`src/rtl/mult_pkg.sv`:
```
// mult_pkg: shared types and widths for the multiplier datapath.
//   OP_W      - multiplier operand width
//   PROD_W    - product / compressor-tree row width (2 x OP_W)
//   prod_t    - product-width vector
//   stage_a_t - first final-adder stage contents for the default split
//               (low result, segment carry, untouched high operand slices)
package mult_pkg;

  localparam int OP_W   = 4;
  localparam int PROD_W = 2 * OP_W;
  localparam int LO_DEF = PROD_W / 2;
  localparam int HI_DEF = PROD_W - LO_DEF;

  typedef logic [PROD_W-1:0] prod_t;

  typedef struct packed {
    logic [LO_DEF-1:0] lo;
    logic              cy;
    logic [HI_DEF-1:0] sum_hi;
    logic [HI_DEF-1:0] carry_hi;
  } stage_a_t;

endpackage

```
`src/rtl/cpa_segment.sv`:
```
// cpa_segment: combinational W-bit ripple adder with carry in/out.
//   i_a, i_b : W-bit addends
//   i_cin    : carry into bit 0
//   o_sum    : W-bit sum
//   o_cout   : carry out of bit W-1
module cpa_segment #(
  parameter int W = 4
) (
  input  logic [W-1:0] i_a,
  input  logic [W-1:0] i_b,
  input  logic         i_cin,
  output logic [W-1:0] o_sum,
  output logic         o_cout
);

  logic [W:0] w_full;

  assign w_full = {1'b0, i_a} + {1'b0, i_b} + {{W{1'b0}}, i_cin};
  assign o_sum  = w_full[W-1:0];
  assign o_cout = w_full[W];

endmodule

```
`src/rtl/final_adder.sv`:
```
// final_adder: two-stage pipelined carry-propagate adder resolving the
// compressor tree's sum/carry rows into the binary product.
//   clk, rst             : clock, synchronous active-high reset
//   in_valid / in_ready  : input handshake (in_ready is combinational)
//   sum, carry           : redundant rows, both already weight-aligned
//   out_valid / out_ready: output handshake
//   product              : (sum + carry) mod 2^WIDTH, registered
//   overflow             : carry out of bit WIDTH-1 (upstream fault flag)
// Stage A adds the low LO_W bits and parks the high operand slices; stage B
// adds the high slices plus the registered low carry. Each stage is one
// short ripple segment.
import mult_pkg::*;

module final_adder #(
  parameter int WIDTH = PROD_W,
  parameter int LO_W  = WIDTH / 2
) (
  input  logic             clk,
  input  logic             rst,
  input  logic             in_valid,
  output logic             in_ready,
  input  logic [WIDTH-1:0] sum,
  input  logic [WIDTH-1:0] carry,
  output logic             out_valid,
  input  logic             out_ready,
  output logic [WIDTH-1:0] product,
  output logic             overflow
);

  localparam int HI_W = WIDTH - LO_W;

  // Stage A registers
  logic            r_a_valid;
  logic [LO_W-1:0] r_a_lo;
  logic            r_a_cy;
  logic [HI_W-1:0] r_a_sum_hi;
  logic [HI_W-1:0] r_a_carry_hi;

  // Stage B registers (drive the outputs directly)
  logic             r_b_valid;
  logic [WIDTH-1:0] r_product;
  logic             r_overflow;

  logic            w_b_adv;
  logic            w_a_adv;
  logic            w_accept;
  logic            w_a_to_b;
  logic [LO_W-1:0] w_lo_sum;
  logic            w_lo_cout;
  logic [HI_W-1:0] w_hi_sum;
  logic            w_hi_cout;

  // A stage may advance when it is empty or its successor advances; a full
  // pipeline therefore passes out_ready straight through to in_ready.
  assign w_b_adv  = !r_b_valid || out_ready;
  assign w_a_adv  = !r_a_valid || w_b_adv;
  assign in_ready = w_a_adv && !rst;
  assign w_accept = in_valid && in_ready;
  assign w_a_to_b = r_a_valid && w_b_adv;

  cpa_segment #(.W(LO_W)) u_lo (
    .i_a    (sum[LO_W-1:0]),
    .i_b    (carry[LO_W-1:0]),
    .i_cin  (1'b0),
    .o_sum  (w_lo_sum),
    .o_cout (w_lo_cout)
  );

  cpa_segment #(.W(HI_W)) u_hi (
    .i_a    (r_a_sum_hi),
    .i_b    (r_a_carry_hi),
    .i_cin  (r_a_cy),
    .o_sum  (w_hi_sum),
    .o_cout (w_hi_cout)
  );

  always_ff @(posedge clk) begin
    if (rst) begin
      r_a_valid    <= 1'b0;
      r_a_lo       <= '0;
      r_a_cy       <= 1'b0;
      r_a_sum_hi   <= '0;
      r_a_carry_hi <= '0;
    end else if (w_accept) begin
      // New item overwrites whatever is being handed to B this cycle.
      r_a_valid    <= 1'b1;
      r_a_lo       <= w_lo_sum;
      r_a_cy       <= w_lo_cout;
      r_a_sum_hi   <= sum[WIDTH-1:LO_W];
      r_a_carry_hi <= carry[WIDTH-1:LO_W];
    end else if (w_b_adv) begin
      r_a_valid    <= 1'b0;
    end
  end

  always_ff @(posedge clk) begin
    if (rst) begin
      r_b_valid  <= 1'b0;
      r_product  <= '0;
      r_overflow <= 1'b0;
    end else if (w_a_to_b) begin
      r_b_valid  <= 1'b1;
      r_product  <= {w_hi_sum, r_a_lo};
      r_overflow <= w_hi_cout;
    end else if (out_ready) begin
      r_b_valid  <= 1'b0;
    end
  end

  assign out_valid = r_b_valid;
  assign product   = r_product;
  assign overflow  = r_overflow;

endmodule

```
`config.mk`:
```
export PLATFORM = sky130hd
export DESIGN_NAME = final_adder
export DESIGN_NICKNAME = d
export VERILOG_FILES = /design/src/rtl/mult_pkg.sv /design/src/rtl/cpa_segment.sv /design/src/rtl/final_adder.sv
export SDC_FILE = /design/constraint.sdc
export NUM_CORES = 1
export LEC_CHECK = 0
export BUFFER_PORTS_ARGS = -buffer_cell sky130_fd_sc_hd__buf_2
export CORE_MARGIN = 4
export CORE_UTILIZATION = 55
export DETAILED_ROUTE_END_ITERATION = 8
export PLACE_DENSITY = 0.82
export SLEW_MARGIN = 20
export SYNTH_ARGS = -nofsm -noshare
export SYNTH_HDL_FRONTEND = slang
export SYNTH_SLANG_ARGS = --single-unit
```
`constraint.sdc`:
```
create_clock -name clk -period 2.4 [get_ports clk]
set_input_delay 0.24 -clock clk [delete_from_list [all_inputs] [get_ports clk]]
set_output_delay 0.24 -clock clk [all_outputs]
set_load 0.01 [all_outputs]
```
Yosys cells after proc, flatten, opt, wreduce, memory -nomap -nowiden
Cells that the tools add are included.
{"block": "op_classes", "addsub": 3, "n_mux": 4, "reduce_logical": 10}
{"operator": "4-bit by 4-bit adder with 5-bit output", "count": 2}
{"operator": "5-bit by 1-bit adder with 5-bit output", "count": 1}
{"operator": "1-bit two-way mux", "count": 4}
{"operator": "2-bit nonzero test", "count": 2}
{"operator": "1-bit logical AND", "count": 3}
{"operator": "1-bit logical NOT", "count": 3}
{"operator": "1-bit logical OR", "count": 2}
{"block": "totals", "register_bits": 24, "in_bits": 20, "output_inout_bits": 11, "word_cells": 25}

Depth between registers and ports, before layout
Gate-level depths: netlist of run 1.
{"block": "logic_depth", "depth_word": 6, "mapped_depth": 6, "depth_no_buf": 6}

Hierarchy
Synthesis of run 1 repeated with hierarchy kept, for this count alone.
{"block": "hier_totals", "cells_unflattened": 125, "hier_area_um2": 1283.7}
{"mod": "final_adder", "instances": 1, "cells_each": 93, "area_each_um2": 996.0, "seq_area_each_um2": 480.5}
{"mod": "cpa_segment", "instances": 2, "cells_each": 16, "area_each_um2": 143.9, "seq_area_each_um2": 0.0}

Worst setup path before layout of run 1
Ideal clock, no wire load.
{"block": "synth_path", "kind": "register to register", "from": "register r_a_cy", "to": "register r_overflow, in the netlist overflow", "setup_time_ns": 0.127, "arrival_time_ns": 1.507, "t_required_ns": 2.273, "path_slack_ns": 0.766, "path_stages_with_launch": 6, "n_path_buf": 0, "synth_period_minus_slack_ns": 1.634, "cell_sequence": "dfxtp_1 -> fa_1 -> fa_1 -> a21o_1 -> a21oi_1 -> a211oi_1"}
{"block": "synth_between", "elab_chain_len": 1}
{"item": "from (decl)", "line": "final_adder.sv:35", "source": "logic r_a_cy;"}
{"item": "from (signal assigned)", "line": "final_adder.sv:88", "source": "r_a_cy <= w_lo_cout;"}
{"item": "5-bit by 1-bit adder with 5-bit output", "line": "cpa_segment.sv:18", "source": "assign w_full = {1'b0, i_a} + {1'b0, i_b} + {{W{1'b0}}, i_cin};"}
{"item": "to (signal assigned)", "line": "final_adder.sv:104", "source": "r_overflow <= w_hi_cout;"}
{"item": "to (decl)", "line": "final_adder.sv:42", "source": "logic r_overflow;"}
No other way between the ends.
A chain may end at the register's enable or synchronous reset.

Final worst setup path of run 1
{"block": "layout_path", "from": "register r_a_valid", "to": "output port in_ready"}
{"block": "layout_between", "elab_chain_len": 3}
{"item": "from (decl)", "line": "final_adder.sv:33", "source": "logic r_a_valid;"}
{"item": "from (signal assigned)", "line": "final_adder.sv:79", "source": "r_a_valid <= 1'b0;"}
{"item": "from (signal assigned)", "line": "final_adder.sv:86", "source": "r_a_valid <= 1'b1;"}
{"item": "from (signal assigned)", "line": "final_adder.sv:92", "source": "r_a_valid <= 1'b0;"}
{"item": "1-bit logical NOT", "line": "final_adder.sv:56", "source": "assign w_a_adv = !r_a_valid || w_b_adv;"}
{"item": "1-bit logical OR", "line": "final_adder.sv:56"}
{"item": "1-bit logical AND", "line": "final_adder.sv:57", "source": "assign in_ready = w_a_adv && !rst;"}
{"item": "to (decl)", "line": "final_adder.sv:21", "source": "output logic in_ready,"}
No other way between the ends.

==> results.toml, run 1 <==
[outcome]
status = "complete, no violations"

[clocking]
cts_buffers = 3
cts_setup_buffers = 0
clk_pin_slew_worst_paths_ps = 130
cts_sinks = 24
htreeDepth = 1
cts_tree = "built"
clock-root-buffer = "clkbuf_4"
clkLatencyLatePin_ps = 310
cts_resized = 0
cts_hold_buf = 0
cts_max_path_buffers = 2

[routing]
routed-via-count = 1076
final_antenna_net_count = 0
first_iter_violations = 33
finalWirelength_um = 2606
drcViolationCount = 0
first_pass_iters = 4
route.detailed.wl_per_inst_um = 13.86
via_per_inst = 5.723

[synthesis]
seq_area_frac_synth_pct = 39.79
ys_warn_count = 0
synthCells = 136
ys_ff_latch = 24
synth_area_per_cell_um2 = 8.878
syn_nets = 166
ys_types = 34
syn_area_um2 = 1207

[critical_path]
crit_start = "r_a_valid"
crit_fanout = 13
critPathKind = "reg2out"
startpoint_type = "register"
path_cells = "and3b_1 -> nor2_1 -> buf_2"
end_kind = "output pin"
slowest_delay_ps = 540
crit_arrival_ps = 1590
path_delay_family = "simple AND/OR/NAND/NOR gates"
rr_startpoint = "r_a_cy"
path_buf_inv = 1
critPathSlowestCell = "dfxtp_1"
cp_data_required_time_ps = 2160

[sta]
worst_slew_pin_slew_ps = 502.4
clock.fmax_mhz = 546.0
setup_violations = 0
finalCritPeriodShare_pct = 76.31
maxSlewViolCount = 0
hold_ws_ps = 124.3
maxSlewHeadroom_pct = 66.41
min_period_ps = 1832
fin_tns_setup_ps = 0
rsz0062_at_grt = "false"
fin_skew_ps = 0.7292
final-hold-violation-count = 0

[floorplanning]
die_h_um = 54.86
pin_count = 31
initial_utilization_pct = 59.72
floorplan.rows = 16
dieArea_um2 = 3009
die_w_um = 54.86
fp.coreArea_um2 = 2022

[pwr]
p_total_w = 0.0007814
pwr_density_cell_nw_per_um2 = 566.7
leakage_nw = 0.6399
ir_drop_v = 0.0004409

[cells_and_area]
mostFrequentLayoutCell = "buf_2"
stdcell_count = 188
nNetsFinal = 192
layout_common_cells = "buf_2 (30), dfxtp_1 (24), nand3_1 (16), a21oi_1 (14), nand2_1 (12)"
syn2layout_area_growth_pct = 14.20
diodes = 0
drive_above_1_share_pct = 22.36

[grt]
grt_busiest_layer = "met2"
grt.total_usage_pct = 20.85
gr-usage-met3_pct = 2.452
grt_max_degree = 18
grt_pass1_wl_um = 4478
grt_pass1_vias = 992
gr-usage-met2_pct = 31.89
grt_remaining_overflow = 0
use_met1_pct = 29.87
antenna_found_initial = 0

[placed_design]
gp_congestion = 0.8528
port_buffers = 30
dp_hpwl_um = 1947
placed_cells = 184

[worst_hold_path]
holdCritStartpoint = "carry[6]"
hp-class = "in2reg"

[flow_run]
drv_cap = 0
registers in the layout (all words and copies together) (netlist names):
name          count
out_valid         1
overflow          1
product           8
r_a_carry_hi      4
r_a_cy            1
r_a_lo            4
r_a_sum_hi        4
r_a_valid         1
where the power goes:
part | switching, W | internal (W)
clock | 0.000122 | 0.0000927
combinational | 0.0000691 | 0.0000567
sequential | 0.0000177 | 0.000423
stage by stage:
| step | instance area (µm²) | worst slack, ps | utilization, % |
|---|---|---|---|
| finish | 1379 | 568.5 | 68.19 |
| global placement | 1343 | 728.2 | 66.40 |
| detailed placement | 1343 | 690.8 | 66.40 |
| CTS | 1379 | 574.2 | 68.19 |
| global route | 1379 | 416.3 | 68.19 |
| floorplan | 1207 | 765.8 | - |
cells in the mapped netlist:
cell      instances  area [µm²]
xor2_1            1       8.760
dfxtp_1          24       480.5
ha_1              7       87.58
nor3_1            1       5.000
buf_1             1       3.750
o21ba_2           1       10.01
clkbuf_1          3       11.26
nand2b_1          1       6.260
a21oi_1          14       70.07
a311oi_1          1       8.760
buf_4             1       7.510
and3b_1           1       8.760
xnor2_1           1       8.760
nor2b_1           2       12.51
clkbuf_2          1       5.000
nand3_1          16       80.08
nand4_1           1       6.260
inv_1             7       26.28
o31ai_1           1       7.510
o211ai_1         11       82.58
nor3b_1           1       7.510
nand2_1          12       45.04
or2_0             1       6.260
o221ai_1          1       8.760
nor2_1            3       11.26
o21ai_0           8       40.04
a2111o_1          1       11.26
buf_6             1       11.26
nand3b_1          1       7.510
buf_2             2       10.01
fa_1              3       60.06
a211oi_1          4       30.03
a21o_1            1       7.510
nor2b_4           1       13.76
layout make-up:
| class | instances | area, µm² |
|---|---|---|
| Inverter | 7 | 26.28 |
| Sequential cell | 24 | 480.5 |
| Clock buffer | 4 | 36.28 |
| Tap cell | 27 | 33.78 |
| Fill cell | 188 | 643.1 |
| Timing Repair Buffer | 30 | 150.1 |
| Multi-Input combinational cell | 96 | 651.9 |
tightest hold or removal path, stage by stage:
cell     delay, ps
buf_2           70
nand3_1         50
nand2_1         50
path summary, 6_finish.rpt:
check / cells after the start / end / slack (ps)
worst min-delay path: 3 / r_a_carry_hi[2] / 120
worst max-delay path: 3 / in_ready / 570
worst min register to register: 2 / product[3] / 480
worst max register to register: 5 / overflow / 650
cells by family (layout without fill, tap and decap cells):
family / Yosys count / after routing / synth area share [%]
xor gates and xnor gates: 2 / 2 / 1.451
adders and majority gates: 10 / 10 / 12.23
and+or+nand+nor: 41 / 41 / 17.41
AOI/OAI and AO/OA: 43 / 43 / 22.90
buffers and inverters: 16 / 41 / 6.217
DFF: 24 / 24 / 39.79
routing by layer:
layer,vias to the layer above,routed length [µm]
met1,484,1187
met3,4,172
met5,-,0
li1,538,-
met4,0,22
met2,50,1224
Power figures use the tool's default switching activity.
==> run 2: changes to the inputs <==
--- a/config.mk
+++ b/config.mk
@@ -5,11 +5,12 @@
 export SDC_FILE = /design/constraint.sdc
 export NUM_CORES = 1
 export LEC_CHECK = 0
+export ABC_AREA = 1
 export BUFFER_PORTS_ARGS = -buffer_cell sky130_fd_sc_hd__buf_2
 export CORE_MARGIN = 4
-export CORE_UTILIZATION = 55
+export CORE_UTILIZATION = 51
 export DETAILED_ROUTE_END_ITERATION = 8
-export PLACE_DENSITY = 0.82
+export PLACE_DENSITY = 0.77
 export SLEW_MARGIN = 20
 export SYNTH_ARGS = -nofsm -noshare
 export SYNTH_HDL_FRONTEND = slang
==> constraint.sdc (replaced) <==
create_clock -name clk -period 1.9 [get_ports clk]
set_input_delay 0.19 -clock clk [delete_from_list [all_inputs] [get_ports clk]]
set_output_delay 0.19 -clock clk [all_outputs]
set_load 0.01 [all_outputs]
==> run 2 against run 1 <==
  * Sequential share of layout area fell by 0.063 points
  * Die area rose by 5.0%
  * Critical endpoint is now product[6]
  * Clock-buffer cell count fell by 1
  * Global-route usage fell by 5.4 points
  * Sequential cell count did not move
  * Synthesized cell count rose by 9.6%
  * Setup slack got worse by 420 ps
==> results.toml, run 2 <==
[critical_path]
end_kind = "register"
cp_data_required_time_ps = 2130
critPathKind = "reg2reg"
crit_arrival_ps = 1980
crit_fanout = 2
startpoint_type = "register"

[clocking]
cts_buffers = 3
cts_tree = "built"
clock-root-buffer = "clkbuf_4"
clk_pin_slew_worst_paths_ps = 140
cts_max_path_buffers = 2
clkLatencyLatePin_ps = 320
cts_setup_buffers = 0
cts_sinks = 24
htreeDepth = 1
cts_resized = 0
cts_hold_buf = 0

[sta]
min_period_ps = 1747
clock.fmax_mhz = 572.3
maxSlewViolCount = 0
maxSlewHeadroom_pct = 85.55
worst_slew_pin_slew_ps = 216.8
fin_skew_ps = 5.060
finalCritPeriodShare_pct = 91.96
final-hold-violation-count = 0
rsz0062_at_grt = "false"
setup_violations = 0
fin_tns_setup_ps = 0

[synthesis]
yosysTopAreaCell = "dfxtp_1"
synth_top_area_share_pct = 40.55
yosys-top-cells-count = "nand2_1 (36), dfxtp_1 (24), nor2_1 (18)"
synth_mux_area_share_pct = 0
synth_xor_area_share_pct = 0.7392
synthTopCellsByArea = "dfxtp_1 (41%), nand2_1 (11%), ha_1 (7.4%), nand3_1 (6.3%), nor2_1 (5.7%)"
synth-edff-count = 0
seq_area_frac_synth_pct = 40.55
synth-simple-area-share_pct = 29.57
ys_ff_latch = 24
ys_types = 21
ys_async_sr_fraction_pct = 0
synth_compound_area_share_pct = 7.497
synth_most_common_cell = "nand2_1"
synth_area_per_cell_um2 = 7.952
syn_area_um2 = 1185
ys_warn_count = 0
synth_adder_area_share_pct = 12.46
synth_flop_cell = "dfxtp_1"
synthCells = 149
synth_top_family_by_area = "simple AND/OR/NAND/NOR gates"
syn_nets = 179

[grt]
grt_pass1_wl_um = 3857
gr-usage-met2_pct = 25.54
grt.total_usage_pct = 15.44
use_met1_pct = 18.01
gr-usage-met3_pct = 3.712
grt_remaining_overflow = 0
grt_busiest_layer = "met2"
grt_pass1_vias = 923
grt_max_degree = 19
antenna_found_initial = 0

[routing]
drcViolationCount = 0
route.detailed.wl_per_inst_um = 10.85
via_per_inst = 4.875
first_iter_violations = 27
first_pass_iters = 4
finalWirelength_um = 2257
final_antenna_net_count = 0
routed-via-count = 1014

[cells_and_area]
syn2layout_area_growth_pct = 16.58
largest_register_ffs = 8
mostFrequentLayoutCell = "nand2_1"
stdcell_count = 208
drive_above_1_share_pct = 26.11
fin_util_pct = 62.44
diodes = 0
nNetsFinal = 211
layout_common_cells = "nand2_1 (36), buf_2 (30), dfxtp_1 (24), nor2_1 (18), nand3_1 (15)"

[placed_design]
gp_congestion = 0.7463
placed_cells = 204
port_buffers = 30
dp_hpwl_um = 1754

[pwr]
netSwitchingFraction_pct = 25.16
p_clk_share_pct = 33.7
power.internal_w = 0.0008269
pwr_density_cell_nw_per_um2 = 799.8
switchingPower_w = 0.0002779
leakage_nw = 0.7281
pwr-share-seq_pct = 50.5
ir_drop_v = 0.0005376
power_frac_comb_pct = 15.8

[floorplanning]
initial_utilization_pct = 53.56
die_w_um = 56.20
fp.coreArea_um2 = 2212
die_h_um = 56.20
floorplan.rows = 17
dieArea_um2 = 3158
pin_count = 31

[outcome]
status = "complete, no violations"

[worst_hold_path]
hp-class = "in2reg"

[flow_run]
drv_cap = 0
[run 2: changes by cell type in the layout (fill, tap and decap cells not counted), sizes merged, moves of 3 or more]
cell / before / now
nor2b: 3 / 0
a211oi: 4 / 0
nor2: 3 / 18
nand2: 12 / 38
o211ai: 11 / 0
a21oi: 14 / 8
inv: 7 / 16
[run 2: power by group through the flow]
stage,clock (W),combinational [W],sequential (W)
floorplan,0,0.000121,0.000570
global placement,0,0.000168,0.000567
detailed placement,0,0.000175,0.000569
CTS,0.000383,0.000176,0.000558
global route,0.000407,0.000202,0.000563
finish,0.000372,0.000175,0.000558
[run 2: layout make-up]
class	count	area [µm²]
fill	198	830.8
multi-input combinational	105	595.6
sequential	24	480.5
timing repair buffer	31	157.7
inverter	16	60.06
tap	28	35.03
clock inverter	1	30.03
clock buffer	3	22.52
[run 2: worst max-delay path: stages, from the launching register on]
cell	delay (ps)
dfxtp_1	350
fa_1	470
fa_1	390
or2_2	310
nand3_2	80
a21oi_1	50
[run 2: stage by stage]
stage	total power (W)	hold WS [ps]	setup WS [ps]	cell area, µm²
finish	0.001105	49.22	152.7	1381
global placement	0.0007348	383.9	206.5	1329
global route	0.001172	29.09	63.62	1381
CTS	0.001116	40.74	150.2	1381
floorplan	0.0006912	259.1	240.8	1185
detailed placement	0.0007439	388.2	169.5	1329
[run 2: layer usage]
metal	vias up	routed length, µm
met4	0	48
met5	-	0
li1	536	-
met3	4	130
met2	23	1049
met1	451	1030
[run 2: cell families after synthesis]
family	count (synthesis)
xor gates and xnor gates	1
AOI/OAI and AO/OA	17
DFF	24
and+or+nand+nor	77
adders and majority gates	10
buffers and inverters	20
[run 2: worst paths after layout]
kind         startpoint         endpoint  slack, ps  depth (start not counted)
max reg2reg      r_a_cy       product[6]        150                          5
min reg2reg   r_a_lo[1]       product[1]        460                          2
min            carry[7]  r_a_carry_hi[3]         50                          3
max              r_a_cy       product[6]        150                          5
==> run 3: changes to the inputs <==
--- a/config.mk
+++ b/config.mk
@@ -8,9 +8,9 @@
 export ABC_AREA = 1
 export BUFFER_PORTS_ARGS = -buffer_cell sky130_fd_sc_hd__buf_2
 export CORE_MARGIN = 4
-export CORE_UTILIZATION = 51
+export CORE_UTILIZATION = 25
 export DETAILED_ROUTE_END_ITERATION = 8
-export PLACE_DENSITY = 0.77
+export GPL_TIMING_DRIVEN = 0
 export SLEW_MARGIN = 20
 export SYNTH_ARGS = -nofsm -noshare
 export SYNTH_HDL_FRONTEND = slang
==> constraint.sdc (replaced) <==
create_clock -name clk -period 1.9 [get_ports clk]
set_input_delay 0.095 -clock clk [delete_from_list [all_inputs] [get_ports clk]]
set_output_delay 0.095 -clock clk [all_outputs]
set_load 0.01 [all_outputs]
==> run 3 against run 2 <==
  * Setup slack got worse by 10 ps
  * Clock-buffer cell count grew 1
  * Clock power shrank 7.0%
  * Non-clock buffer count rose by 3
  * Maximum frequency decreased by 0.58%
  * Wire length is 4.5% higher
  * Register-to-register slack about the same
  * Clock skew fell by 3.0 ps
  * Die area is 87% higher
  * Critical path depth unchanged
  * Critical path type unchanged
==> results.toml, run 3 (same netlist as run 2, synthesis figures left out) <==
[outcome]
status = "complete, no violations"

[placed_design]
place_area_um2 = 1400
dp_hpwl_um = 1871
gp_congestion = 0.8398
port_buffers = 30

[sta]
setup_violations = 0
hold_ws_ps = 17.00
finalCritPeriodShare_pct = 92.50
fin_tns_setup_ps = 0
maxSlewHeadroom_pct = 87.43
clock.fmax_mhz = 569.0
fin_skew_ps = 2.021
rsz0062_at_grt = "false"
worst_slew_pin_slew_ps = 186.6
maxSlewViolCount = 0
final-hold-violation-count = 0
min_period_ps = 1757

[clocking]
cts_sinks = 24
clkLatencyLatePin_ps = 260
cts_tree = "built"
cts_hold_buf = 0
cts_resized = 0
clock-root-buffer = "clkbuf_8"
cts_buffers = 3
cts_max_path_buffers = 2
htreeDepth = 1
clk_pin_slew_worst_paths_ps = 80
cts_setup_buffers = 0

[cells_and_area]
diodes = 0
layout_common_cells = "nand2_1 (36), buf_2 (30), dfxtp_1 (24), nor2_1 (18), nand3_1 (15)"
largest_register_ffs = 8
drive_above_1_share_pct = 27.32
mostFrequentLayoutCell = "nand2_1"
finalInstanceArea_um2 = 1455
nNetsFinal = 214
syn2layout_area_growth_pct = 22.81

[critical_path]
crit_fanout = 2
cp_data_required_time_ps = 2060
startpoint_type = "register"
critPathKind = "reg2reg"
crit_arrival_ps = 1920
end_kind = "register"

[floorplanning]
fp.coreArea_um2 = 4474
initial_utilization_pct = 26.48
pin_count = 31
die_h_um = 76.85
floorplan.rows = 24
dieArea_um2 = 5905
die_w_um = 76.85

[pwr]
leakage_nw = 0.7499
ir_drop_v = 0.0002366
pwr_density_cell_nw_per_um2 = 745.8

[routing]
first_pass_iters = 4
route.detailed.wl_per_inst_um = 10.04
finalWirelength_um = 2359
routed-via-count = 994
via_per_inst = 4.230
first_iter_violations = 29
drcViolationCount = 0
final_antenna_net_count = 0

[grt]
antenna_found_initial = 0
grt_max_degree = 14
grt_remaining_overflow = 0
grt_pass1_vias = 957
grt_pass1_wl_um = 3960
grt.total_usage_pct = 8.185

[flow_run]
drv_cap = 0

[worst_hold_path]
hp-class = "in2reg"
-- run 3: critical path: stages, from the launching register on --
cell and delay, ps:
dfxtp_1 330, fa_1 480, fa_1 400, or2_2 320, nand3_2 70, a21oi_1 50
-- run 3: layer usage --
metal	vias up	part of all wire, %	track usage [%]
met5	-	0	0
met4	0	2.3	4.348
met3	5	5.7	2.108
met2	22	43	12.80
met1	428	48	10.27
li1	539	-	-
-- run 3: where the power goes --
part,switching (W),internal [W],total (W)
Sequential,0.0000191,0.000536,0.000556
Clock,0.000161,0.000185,0.000346
Combinational,0.000100,0.0000837,0.000184
-- run 3: cell type report --
| type | instances | area, µm² |
|---|---|---|
| buffer | 4 | 48.80 |
| clock buffer | 4 | 55.05 |
| fill | 493 | 3019 |
| inverter | 16 | 60.06 |
| multi-input combinational | 105 | 595.6 |
| sequential | 24 | 480.5 |
| tap | 52 | 65.06 |
| timing repair buffer | 30 | 150.1 |
-- run 3: final timing paths --
path                                 from       endpoint  cells after the start  slack [ps]
worst max-delay path               r_a_cy     product[6]                      5         140
worst max register to register     r_a_cy     product[6]                      5         140
worst min-delay path               sum[7]  r_a_sum_hi[3]                      3          20
worst min register to register  r_a_lo[1]     product[1]                      2         460
-- run 3: metrics by stage --
stage	util [%]	worst slack [ps]	std cells	power, W
after floorplan	-	240.8	149	0.0006912
after global placement	31.29	162.7	231	0.0007516
after detailed placement	31.29	154.2	231	0.0007550
after CTS	32.52	141.2	235	0.001101
after global routing	32.52	85.09	235	0.001147
final	32.52	142.6	235	0.001085
